<file path="config.mk">
export PLATFORM = sky130hd
export DESIGN_NAME = flip_flop_bank
export DESIGN_NICKNAME = d
export VERILOG_FILES = /design/src/rtl/ff_bank_pkg.sv /design/src/rtl/ff_cell.sv /design/src/rtl/flip_flop_bank.sv
export SDC_FILE = /design/constraint.sdc
export NUM_CORES = 1
export LEC_CHECK = 0
export ABC_AREA = 0
export CAP_MARGIN = 20
export CORE_UTILIZATION = 40
export CTS_CLUSTER_SIZE = 24
export DETAILED_ROUTE_END_ITERATION = 7
export PLACE_DENSITY = 0.75
export SLEW_MARGIN = 20
export SYNTH_ARGS = -nofsm -noshare
export SYNTH_HDL_FRONTEND = slang
export SYNTH_SLANG_ARGS = --single-unit
</file>
<file path="constraint.sdc">
create_clock -name clk -period 3.6 [get_ports clk]
set_clock_uncertainty 0.2 [all_clocks]
set_input_delay 0.72 -clock clk [delete_from_list [all_inputs] [get_ports clk]]
set_output_delay 0.72 -clock clk [all_outputs]
set_load 0.01 [all_outputs]
</file>
<file path="src/rtl/ff_bank_pkg.sv">
// Shared encodings for the flip-flop bank: cell mode and SR forbidden-input policy.
package ff_bank_pkg;

  typedef enum logic [1:0] {
    MODE_SR = 2'd0,
    MODE_JK = 2'd1,
    MODE_D  = 2'd2,
    MODE_T  = 2'd3
  } mode_e;

  localparam int POL_HOLD   = 0;
  localparam int POL_TOGGLE = 1;
  localparam int POL_SET    = 2;
  localparam int POL_RESET  = 3;

endpackage

</file>
<file path="src/rtl/ff_cell.sv">
// One storage channel whose next-state equation is selected by mode.
// ev flags an SR forbidden input (S=R=1) sampled at this edge.
module ff_cell
  import ff_bank_pkg::*;
#(
  parameter int   SR_POLICY = POL_HOLD,
  parameter logic INIT_BIT  = 1'b0
) (
  input  logic       clk,
  input  logic       rst,
  input  logic       en,
  input  logic [1:0] mode,
  input  logic       a,
  input  logic       b,
  output logic       q,
  output logic       ev
);

  logic q_nxt;

  // Next-state equation for the selected cell type.
  always_comb begin
    // NOTE: every output of this block gets a default first, so no path leaves it unassigned and no latch is inferred.
    q_nxt = q;
    ev    = 1'b0;
    if (en) begin
      unique case (mode_e'(mode))
        MODE_SR: begin
          unique case ({a, b})
            2'b10:   q_nxt = 1'b1;
            2'b01:   q_nxt = 1'b0;
            2'b11: begin
              ev = 1'b1;
              case (SR_POLICY)
                POL_TOGGLE: q_nxt = ~q;
                POL_SET:    q_nxt = 1'b1;
                POL_RESET:  q_nxt = 1'b0;
                default:    q_nxt = q;
              endcase
            end
            default: q_nxt = q;
          endcase
        end
        MODE_JK: begin
          unique case ({a, b})
            2'b10:   q_nxt = 1'b1;
            2'b01:   q_nxt = 1'b0;
            2'b11:   q_nxt = ~q;
            default: q_nxt = q;
          endcase
        end
        MODE_D:  q_nxt = a;
        MODE_T:  q_nxt = a ? ~q : q;
        default: q_nxt = q;
      endcase
    end
  end

  // State register with synchronous reset to the channel's initial value.
  always_ff @(posedge clk) begin
    // NOTE: sequential state uses non-blocking assignments so all registers update together at the edge.
    if (rst) q <= INIT_BIT;
    else     q <= q_nxt;
  end

endmodule

</file>
<file path="src/rtl/flip_flop_bank.sv">
// Multi-channel mode-selectable flip-flop bank with sticky SR forbidden-input
// flags and a saturating count of cycles that saw at least one forbidden input.
module flip_flop_bank
  import ff_bank_pkg::*;
#(
  parameter int               WIDTH     = 8,
  parameter int               CNT_W     = 8,
  parameter int               SR_POLICY = POL_HOLD,
  parameter logic [WIDTH-1:0] INIT      = {WIDTH{1'b0}}
) (
  input  logic             clk,
  input  logic             rst,
  input  logic [1:0]       mode,
  input  logic             en,
  input  logic [WIDTH-1:0] a,
  input  logic [WIDTH-1:0] b,
  input  logic             err_clr,
  output logic [WIDTH-1:0] q,
  output logic [WIDTH-1:0] qn,
  output logic [WIDTH-1:0] err_flag,
  output logic [CNT_W-1:0] err_count
);

  logic [WIDTH-1:0] ev;
  logic             any_ev;

  for (genvar i = 0; i < WIDTH; i++) begin : g_cell
    ff_cell #(
      .SR_POLICY (SR_POLICY),
      .INIT_BIT  (INIT[i])
    ) u_cell (
      .clk  (clk),
      .rst  (rst),
      .en   (en),
      .mode (mode),
      .a    (a[i]),
      .b    (b[i]),
      .q    (q[i]),
      .ev   (ev[i])
    );
  end

  assign qn     = ~q;
  assign any_ev = |ev;

  // Sticky flags: a clear drops old history, but an event in the same cycle still lands.
  always_ff @(posedge clk) begin
    if (rst) err_flag <= '0;
    else     err_flag <= (err_clr ? '0 : err_flag) | ev;
  end

  // Counts faulting cycles (not channels) and sticks at all-ones rather than wrapping.
  always_ff @(posedge clk) begin
    if (rst)                                err_count <= '0;
    else if (err_clr)                       err_count <= any_ev ? CNT_W'(1) : '0;
    else if (any_ev && (err_count != '1))   err_count <= err_count + CNT_W'(1);
  end

endmodule

</file>
-- Word-level counts from Yosys, hierarchy flattened
Cells that the tools add are included.
- register bits: 24
- input port bits: 22
- output and inout port bits: 32
- $add $sub $neg: 1
- equality and inequality tests: 52
- mux-type cells: 60
- bitwise operators: 10
- reduce and logical (&&, ||, !) cells: 12
- operator list (kind ; number):
    == test 2 bit (second input constant) ; 18
    2-to-1 mux 1 bit ; 33
    inequality test 4 x 1 -> 1 bit (second input constant) ; 8
    case mux 1 bit (4 select lines) ; 8
    AND reduction 4 bit ; 8
    2-to-1 mux 8 bit ; 3
    inequality test 3 x 1 -> 1 bit (second input constant) ; 8
    case mux 1 bit (3 select lines) ; 8
    == test 2 x 1 -> 1 bit (second input constant) ; 9
    inequality test 2 bit (second input constant) ; 8
    case mux 1 bit (2 select lines) ; 8
    adder 8 x 1 -> 8 bit (second input constant) ; 1
    inequality test 8 bit (second input constant) ; 1
    inverter 1 bit ; 8
    inverter 8 bit ; 1
    bitwise OR 8 bit ; 1
    OR reduction 8 bit ; 1
    logical NOT 2 bit ; 1
    nonzero test 2 bit ; 1
    logical AND 1 bit ; 1

-- Longest topological paths before layout
Gate-level depths: netlist of the first run.
- word-level depth: 8
- gate-level depth with buffers: 6
- gate-level depth less buffers: 6

-- Hierarchy
From an unflattened synthesis of the first run, not the netlist that was laid out.
- cell total of the unflattened synthesis: 255
- area total of the unflattened synthesis: 1985.7 µm²
- by module, submodules not included (module ; times used ; cells an instance ; area each (µm²) ; sequential area each (µm²)):
    ff_cell ; 8 ; 21 ; 158.9 ; 20.0
    flip_flop_bank ; 1 ; 87 ; 714.4 ; 320.3

-- Least setup slack after synthesis of the first run
Ideal clock, no wire load.
- kind: input to register
- from: input mode[0]
- to: register err_count[7]
- arrival time: 1.735 ns
- required time: 3.274 ns
- setup slack: 1.539 ns
- stages on the path: 5
- path through: nor2_4 nand2_1 a2111oi_2 nand4b_1 nor3b_1
- longest elaborated chain between the ends: 6
- elaborated cells between the ends (all ways): 20
- classes of those cells: mux (16); reduce/logical (4)
- ends and longest elaborated chain (item ; line ; RTL):
    from (decl) ; flip_flop_bank.sv:13 ; input logic [1:0] mode,
    logical NOT 2 bit * ; ff_cell.sv:27 ; unique case (mode_e'(mode))
    2-to-1 mux 1 bit ; ff_cell.sv:27 ;
    2-to-1 mux 1 bit ; ff_cell.sv:26 ; if (en) begin
    OR reduction 8 bit * ; flip_flop_bank.sv:44 ; assign any_ev = |ev;
    logical AND 1 bit * ; flip_flop_bank.sv:56 ; else if (any_ev && (err_count != '1)) err_count <= err_count + CNT_W'(1);
    nonzero test 2 bit (no line) * ; n/a ;
    to (signal assigned) ; flip_flop_bank.sv:55 ; else if (err_clr) err_count <= any_ev ? CNT_W'(1) : '0;
    to (signal assigned) ; flip_flop_bank.sv:56 ;
    to (decl) ; flip_flop_bank.sv:21 ; output logic [CNT_W-1:0] err_count
Mark *: on every way between the ends. The rest lies on a longest branch, timed or not.
A chain may end at the register's enable or synchronous reset.

-- Worst setup path after layout of the first run
- from: input mode[1]
- to: register err_count[3]
Same word-level chain as after synthesis.

==> impl_results.rst, run 1 <==
.. list-table::
   :header-rows: 1

   * - Metric
     - Value
   * - Run status
     - completed
   * - Slew Limit Headroom
     - 65.52%
   * - Arrival time at the worst endpoint
     - 2.83 ns
   * - Global-route wire length before repair
     - 5775 um
   * - Pwr Total
     - 0.5499 mW
   * - Main synth FF type
     - dfxtp_1
   * - Netlist area before placement
     - 1313 um^2
   * - Global-route total usage across every layer
     - 21.24%
   * - Number of fill cells
     - 270
   * - Total CTS buffers
     - 3
   * - Number of buffers added to fix hold violations after cts
     - 0
   * - Placement row count
     - 20
   * - Number of H-tree levels
     - 1
   * - Clock Sinks
     - 24
   * - Main area contributors after synthesis
     - dfxtp_1, nand2_1, a21oi_1
   * - Floorplan die height
     - 59.28 um
   * - Critical path startpoint category
     - input port
   * - Final net count
     - 227
   * - Final Cycle Share
     - 77.41%
   * - Family of cells with the greatest summed delay on the critical path
     - compound AO/OA/AOI/OAI gates
   * - Top-area cell type share of the netlist area
     - 36.61%
   * - Area of the core
     - 3078 um^2
   * - Buffers inserted by post-CTS timing repair
     - 0
   * - Unrepaired setup endpoints after global routing
     - no
   * - Number of instances in the synthesized netlist
     - 159
   * - Yosys top cell by area
     - dfxtp_1
   * - Syn_nets
     - 182
   * - Count of pins on the block boundary
     - 54
   * - Cell count of the worst reg-to-reg path
     - 5
   * - Die W
     - 59.28 um
   * - Vias per cell
     - 5.700
   * - Sum of routed wire length over all layers
     - 3511 um
   * - Required time at the worst-slack endpoint
     - 3.64 ns
   * - GRT overflow
     - 0
   * - Area growth from synthesis to layout
     - 41.37%
   * - Type of the most critical hold path
     - register to register
   * - Setup slack of the worst register-to-register path
     - 1.72 ns
   * - Number of buffer and inverter instances along the worst setup path
     - 1
   * - Series of cell instances along the critical path
     - clkdlybuf4s50_1, nor2_4, nand2_1, a21oi_1, a41oi_1, a311oi_1
   * - Largest net degree at the start of global routing
     - 20
   * - Least-Margin Pin Slew
     - 0.5152 ns
   * - Count of antenna diodes in the layout
     - 0
   * - Worst hold start
     - err_flag[6]
   * - Final HPWL from detailed placement
     - 2555 um
   * - Drt wl/cell
     - 14.21 um
   * - Power Dens Cells
     - 296.3 nW/um^2
   * - Critical path depth in cells
     - 6
   * - Largest fanout of any net on the critical path
     - 12
   * - Violation count after the first detailed-routing iteration
     - 94
   * - Avg Cell Area, Syn
     - 8.255 um^2
   * - CTS tree
     - yes
   * - Total number of vias
     - 1408
   * - Final hold violations
     - 0
   * - Static Leak
     - 0.6025 nW
   * - Type of element capturing the critical path
     - register
   * - Antenna viol nets, final
     - 0
   * - Sum of negative setup slack
     - 0 ns
   * - Maximum capacitance violations
     - 0
   * - Die area
     - 3514 um^2
   * - Number of global-route vias before repair
     - 1331
   * - Yosys reg bits
     - 24
   * - Skew-Pair Late Insertion Delay
     - 0.31 ns
   * - Critical Setup Path Class
     - input port to register
   * - Number of warnings printed during yosys synthesis
     - 0
   * - Post-cts sizing count
     - 0
   * - FF-to-FF Start
     - err_count[0]
   * - Layout cells sized above 1
     - 6.404%
   * - Count of port buffers added during placement
     - 53
   * - Maximum vdd ir drop
     - 0.0001354 V
   * - FMAX
     - 358.8 MHz
   * - Number of enable-type register cells in the synthesized netlist
     - 0
   * - Reg2Reg Capture Point
     - err_count[3]
   * - Min Clock Period, post-route
     - 2.787 ns
   * - Critical path launch point
     - mode[1]
   * - Cell with the largest stage delay on the worst path
     - clkdlybuf4s50_1
   * - Last weighted congestion value of the routability-driven placer
     - 0.8435
   * - Share of synthesized flip-flops with an asynchronous set or reset
     - 0%
   * - Starting Density
     - 42.64%
   * - Endpoint of the most critical setup path
     - err_count[3]
   * - CTS root buf
     - clkbuf_4
   * - Number of distinct library cells after synthesis
     - 43
   * - Number of optimization iterations in the first detailed-route pass
     - 4
   * - Sequential element share of the synthesized area
     - 36.61%
   * - Stage delay of the slowest cell on the critical path
     - 0.67 ns
   * - Longest Clk Path Bufs
     - 2
   * - Number of setup violations in the final report
     - 0
   * - Number of antenna violations at the first check in global routing
     - 0
   * - Worst-path clk slew
     - 0.13 ns
   * - Final core occ
     - 60.28%
   * - Final max-slew violation count
     - 0
   * - Post-route DRC
     - 0
## layout by cell type, fill, tap and decap left out, types with 2 or more instances in the layout
cell and count:
a32o_1 7, o31ai_1 2, nor2_1 6, nand2_1 21, clkdlybuf4s50_1 53, o221ai_1 7, nand4_1 2, a31oi_1 7
buf_4 2, clkbuf_4 3, a41oi_1 3, dfxtp_1 24, o21ai_0 2, nor3_1 10, a22o_1 2, inv_1 10
nand4b_1 2, a21oi_1 14, nand3_1 2
## cell usage after synthesis, types with 3 or more instances
| cell | instances |
|---|---|
| dfxtp_1 | 24 |
| nand2_1 | 21 |
| a21oi_1 | 14 |
| inv_1 | 10 |
| nor3_1 | 10 |
| buf_4 | 8 |
| a31oi_1 | 7 |
| a32o_1 | 7 |
| o221ai_1 | 7 |
| nor2_1 | 6 |
| clkbuf_1 | 4 |
| a41oi_1 | 3 |
## flip-flops by register name, summed over array words and instances (netlist names)
register / flops
err_count: 8
err_flag: 8
g_cell.u_cell.q: 8
## how the worst min path moves through the flow
stage,endpoint,slack (ns),depth (start not counted)
6_report,err_flag[6],0.28,2
5_1_grt,err_flag[6],0.30,2
4_1_cts,err_flag[6],0.29,2
3_5_place_dp,err_flag[7],0.26,1
3_3_place_gp,err_flag[6],0.26,2
2_1_floorplan,err_flag[6],0.29,2
## layout make-up
| class | instances | area [um^2] | area share (%) |
|---|---|---|---|
| sequential | 24 | 480.5 | 25.89 |
| timing repair buffer | 55 | 545.5 | 29.40 |
| clock buffer | 4 | 36.28 | 1.955 |
| tap | 44 | 55.05 | 2.967 |
| inverter | 10 | 37.54 | 2.023 |
| multi-input combinational | 110 | 700.7 | 37.76 |
## logic make-up after synthesis
logic type      Yosys count  share of synthesized area, %
compound gates           55                         31.75
buf+inv                  25                         10.01
simple gates             54                         20.69
flops                    24                         36.61
fa+ha+maj                 1                        0.9531
## per-stage QoR
stage	instances	hold slack, ns	setup slack [ns]	cell area, um^2
after floorplan	159	0.2872	1.539	1313
after global placement	243	0.2552	0.6587	1819
after detailed placement	243	0.2620	0.4752	1819
after CTS	247	0.2858	0.8163	1856
after global routing	247	0.3011	0.6162	1856
final	247	0.2824	0.8131	1856
## worst min-delay path, stage by stage (launching register included)
cell and delay (ns):
dfxtp_1 0.33, nand2_1 0.06, a21oi_1 0.06
## layer usage
metal	GRT usage, %	share of wire (%)	wire length, um
met4	6.463	0.43	15
met1	26.01	43	1518
met2	38.20	50	1743
met3	2.838	6.6	232
met5	0	0	0
## power by group
group | switching, mW | leakage, nW | total (mW) | internal (mW)
Clock | 0.0834 | 0.0210 | 0.145 | 0.0618
Combinational | 0.0586 | 0.387 | 0.123 | 0.0646
Sequential | 0.00775 | 0.195 | 0.281 | 0.274
Total | 0.150 | 0.603 | 0.550 | 0.400
Note: power is estimated with default switching activity, not from simulation.
==> inputs of run 2 (changes only) <==
==> constraint.sdc (replaced) <==
create_clock -name clk -period 2.8 [get_ports clk]
set_clock_uncertainty 0.2 [all_clocks]
set_input_delay 0.56 -clock clk [delete_from_list [all_inputs] [get_ports clk]]
set_output_delay 0.56 -clock clk [all_outputs]
set_load 0.01 [all_outputs]
==> run 2 against run 1 <==
  * Design area grew 2.1%
  * Die area unchanged
  * Utilization increased by 1.3 points
==> impl_results.rst, run 2 (synthesis gave the netlist of run 1 again) <==
.. list-table::
   :header-rows: 1

   * - Metric
     - Value
   * - Slew Limit Headroom
     - 57.59% (was 65.52%)
   * - Number of H-tree levels
     - 1 (unchanged)
   * - Peak-usage layer in the global routing report
     - met2 (unchanged)
   * - Sum of negative setup slack
     - 0 ns (unchanged)
   * - Global-route wire length before repair
     - 6306 um (was 5775 um)
   * - Largest fanout of any net on the critical path
     - 6 (was 12)
   * - Critical Setup Path Class
     - input port to register (unchanged)
   * - Number of setup violations in the final report
     - 0 (unchanged)
   * - Violation count after the first detailed-routing iteration
     - 92 (was 94)
   * - Top Registers
     - err_count x8, err_flag x8, g_cell.u_cell.q x8 (unchanged)
   * - Type of the most critical hold path
     - register to register (unchanged)
   * - Type of element capturing the critical path
     - register (unchanged)
   * - Endpoint of the most critical setup path
     - err_count[3] (unchanged)
   * - Post-cts sizing count
     - 0 (unchanged)
   * - GRT overflow
     - 0 (unchanged)
   * - Power Dens Cells
     - 413.4 nW/um^2 (was 296.3 nW/um^2)
   * - Worst setup slack after placement
     - 0.3186 ns (was 0.4752 ns)
   * - Leading cell type in the layout, fill and taps excluded
     - clkdlybuf4s50_1 (unchanged)
   * - Met2 track utilization from global routing
     - 40.61% (was 38.20%)
   * - Number of global-route vias before repair
     - 1414 (was 1331)
   * - Reg2Reg Capture Point
     - err_count[3] (unchanged)
   * - Longest Clk Path Bufs
     - 2 (unchanged)
   * - Count of port buffers added during placement
     - 53 (unchanged)
   * - Global routing met3 resource utilization
     - 3.493% (was 2.838%)
   * - Clock Sinks
     - 24 (unchanged)
   * - Final Cycle Share
     - 77.98%
   * - Last weighted congestion value of the routability-driven placer
     - 0.8227 (was 0.8435)
   * - Final Worst Setup Slack
     - 0.6167 ns (was 0.8131 ns)
   * - Die area
     - 3514 um^2 (unchanged)
   * - Critical path launch point
     - a[5] (was mode[1])
   * - Number of fill cells
     - 301 (was 270)
   * - Placement row count
     - 20 (unchanged)
   * - Least-Margin Pin Slew
     - 0.6338 ns (was 0.5152 ns)
   * - Sequential cell area
     - 480.5 um^2 (unchanged)
   * - Met1 demand-to-capacity share in global routing
     - 28.05% (was 26.01%)
   * - Final max-slew violation count
     - 0 (unchanged)
   * - Number of antenna violations at the first check in global routing
     - 0 (unchanged)
   * - Sum of routed wire length over all layers
     - 3772 um (was 3511 um)
   * - FMAX
     - 458.0 MHz
   * - FF-to-FF Start
     - err_count[0] (unchanged)
   * - Floorplan die height
     - 59.28 um (unchanged)
   * - Total CTS buffers
     - 3 (unchanged)
   * - Final net count
     - 230 (was 227)
   * - Final hold violations
     - 0 (unchanged)
   * - CTS root buf
     - clkbuf_4 (unchanged)
   * - Global-route total usage across every layer
     - 23.21% (was 21.24%)
   * - Layout cells sized above 1
     - 7.767% (was 6.404%)
   * - Count of antenna diodes in the layout
     - 0 (unchanged)
   * - Setup slack of the worst register-to-register path
     - 0.90 ns (was 1.72 ns)
   * - Area of the core
     - 3078 um^2 (unchanged)
   * - Vias per cell
     - 5.744 (was 5.700)
   * - Total number of vias
     - 1436 (was 1408)
   * - Leading cell types in the layout, fill and taps excluded
     - clkdlybuf4s50_1, dfxtp_1, nand2_1 (unchanged)
   * - Static Leak
     - 0.6245 nW (was 0.6025 nW)
   * - Critical path startpoint category
     - input port (unchanged)
   * - Skew-Pair Late Insertion Delay
     - 0.32 ns (was 0.31 ns)
   * - Worst-path clk slew
     - 0.13 ns (about the same)
   * - Unrepaired setup endpoints after global routing
     - no (unchanged)
   * - Run status
     - completed (unchanged)
   * - Buffers inserted by post-CTS timing repair
     - 0 (unchanged)
   * - Area growth from synthesis to layout
     - 44.33% (was 41.37%)
   * - Arrival time at the worst endpoint
     - 2.22 ns (was 2.83 ns)
   * - Die W
     - 59.28 um (unchanged)
   * - Largest net degree at the start of global routing
     - 20 (unchanged)
   * - Maximum vdd ir drop
     - 0.0002449 V (was 0.0001354 V)
   * - CTS tree
     - yes (unchanged)
   * - Number of optimization iterations in the first detailed-route pass
     - 4 (unchanged)
   * - Maximum capacitance violations
     - 0 (unchanged)
   * - Required time at the worst-slack endpoint
     - 2.83 ns (was 3.64 ns)
   * - Post-route DRC
     - 0 (unchanged)
   * - Final HPWL from detailed placement
     - 2774 um (was 2555 um)
   * - Drt wl/cell
     - 15.09 um (was 14.21 um)
   * - Cell count of the worst reg-to-reg path
     - 5 (unchanged)
   * - Number of buffers added to fix hold violations after cts
     - 0 (unchanged)
   * - Count of pins on the block boundary
     - 54 (unchanged)
   * - Antenna viol nets, final
     - 0 (unchanged)
   * - Area taken by multi-input logic gates
     - 700.7 um^2 (unchanged)
   * - Min Clock Period, post-route
     - 2.183 ns
   * - Starting Density
     - 42.64% (unchanged)
==> run 2: changes by cell type in the layout (fill, tap and decap cells not counted), sizes merged <==
cell	before	now
clkbuf	4	3
bufinv	0	1
buf	2	5
==> run 2: worst min-delay path by stage <==
stage,startpoint,depth (start not counted),slack [ns],end
global route,err_flag[6],2,0.31,err_flag[6]
global placement,err_flag[3],1,0.25,err_flag[3]
floorplan,err_flag[6],2,0.29,err_flag[6]
detailed placement,err_flag[1],1,0.25,err_flag[1]
CTS,err_flag[1],1,0.28,err_flag[1]
finish,err_flag[1],1,0.28,err_flag[1]
==> run 2: layer usage <==
layer	vias to the layer above	routed length [um]
met5	-	0
met4	0	38
met3	6	220
met2	55	1895
met1	680	1617
li1	695	-
==> run 2: layout make-up <==
cell class	count	share of cell area, %
multi-input combinational	110	36.99
inverter	10	1.982
timing repair buffer	58	29.99
clock buffer	3	1.189
clock inverter	1	1.585
tap	44	2.906
sequential	24	25.36
==> run 2: worst max-delay path, cell delays in order <==
cell,delay [ns]
clkdlybuf4s50_1,0.57
a22o_1,0.20
nor2_2,0.06
a21oi_1,0.39
a41oi_1,0.18
a311oi_1,0.25
==> run 2: power breakdown <==
group | leakage [nW] | internal, mW | total [mW] | switching [mW]
Clock | 0.0279 | 0.145 | 0.256 | 0.111
Combinational | 0.402 | 0.0859 | 0.165 | 0.0790
Sequential | 0.195 | 0.352 | 0.362 | 0.0102
Total | 0.625 | 0.583 | 0.783 | 0.201
==> run 2: per-stage QoR <==
| step | cell area, um^2 | hold WS, ns | total power, mW | instances | utilization [%] |
|---|---|---|---|---|---|
| finish | 1894 | 0.2819 | 0.7831 | 250 | 61.54 |
| global route | 1894 | 0.3087 | 0.8105 | 250 | 61.54 |
| CTS | 1894 | 0.2844 | 0.7823 | 250 | 61.54 |
| detailed placement | 1842 | 0.2534 | 0.5330 | 246 | 59.84 |
| global placement | 1842 | 0.2527 | 0.5284 | 246 | 59.84 |
| floorplan | 1313 | 0.2872 | 0.4475 | 159 | - |
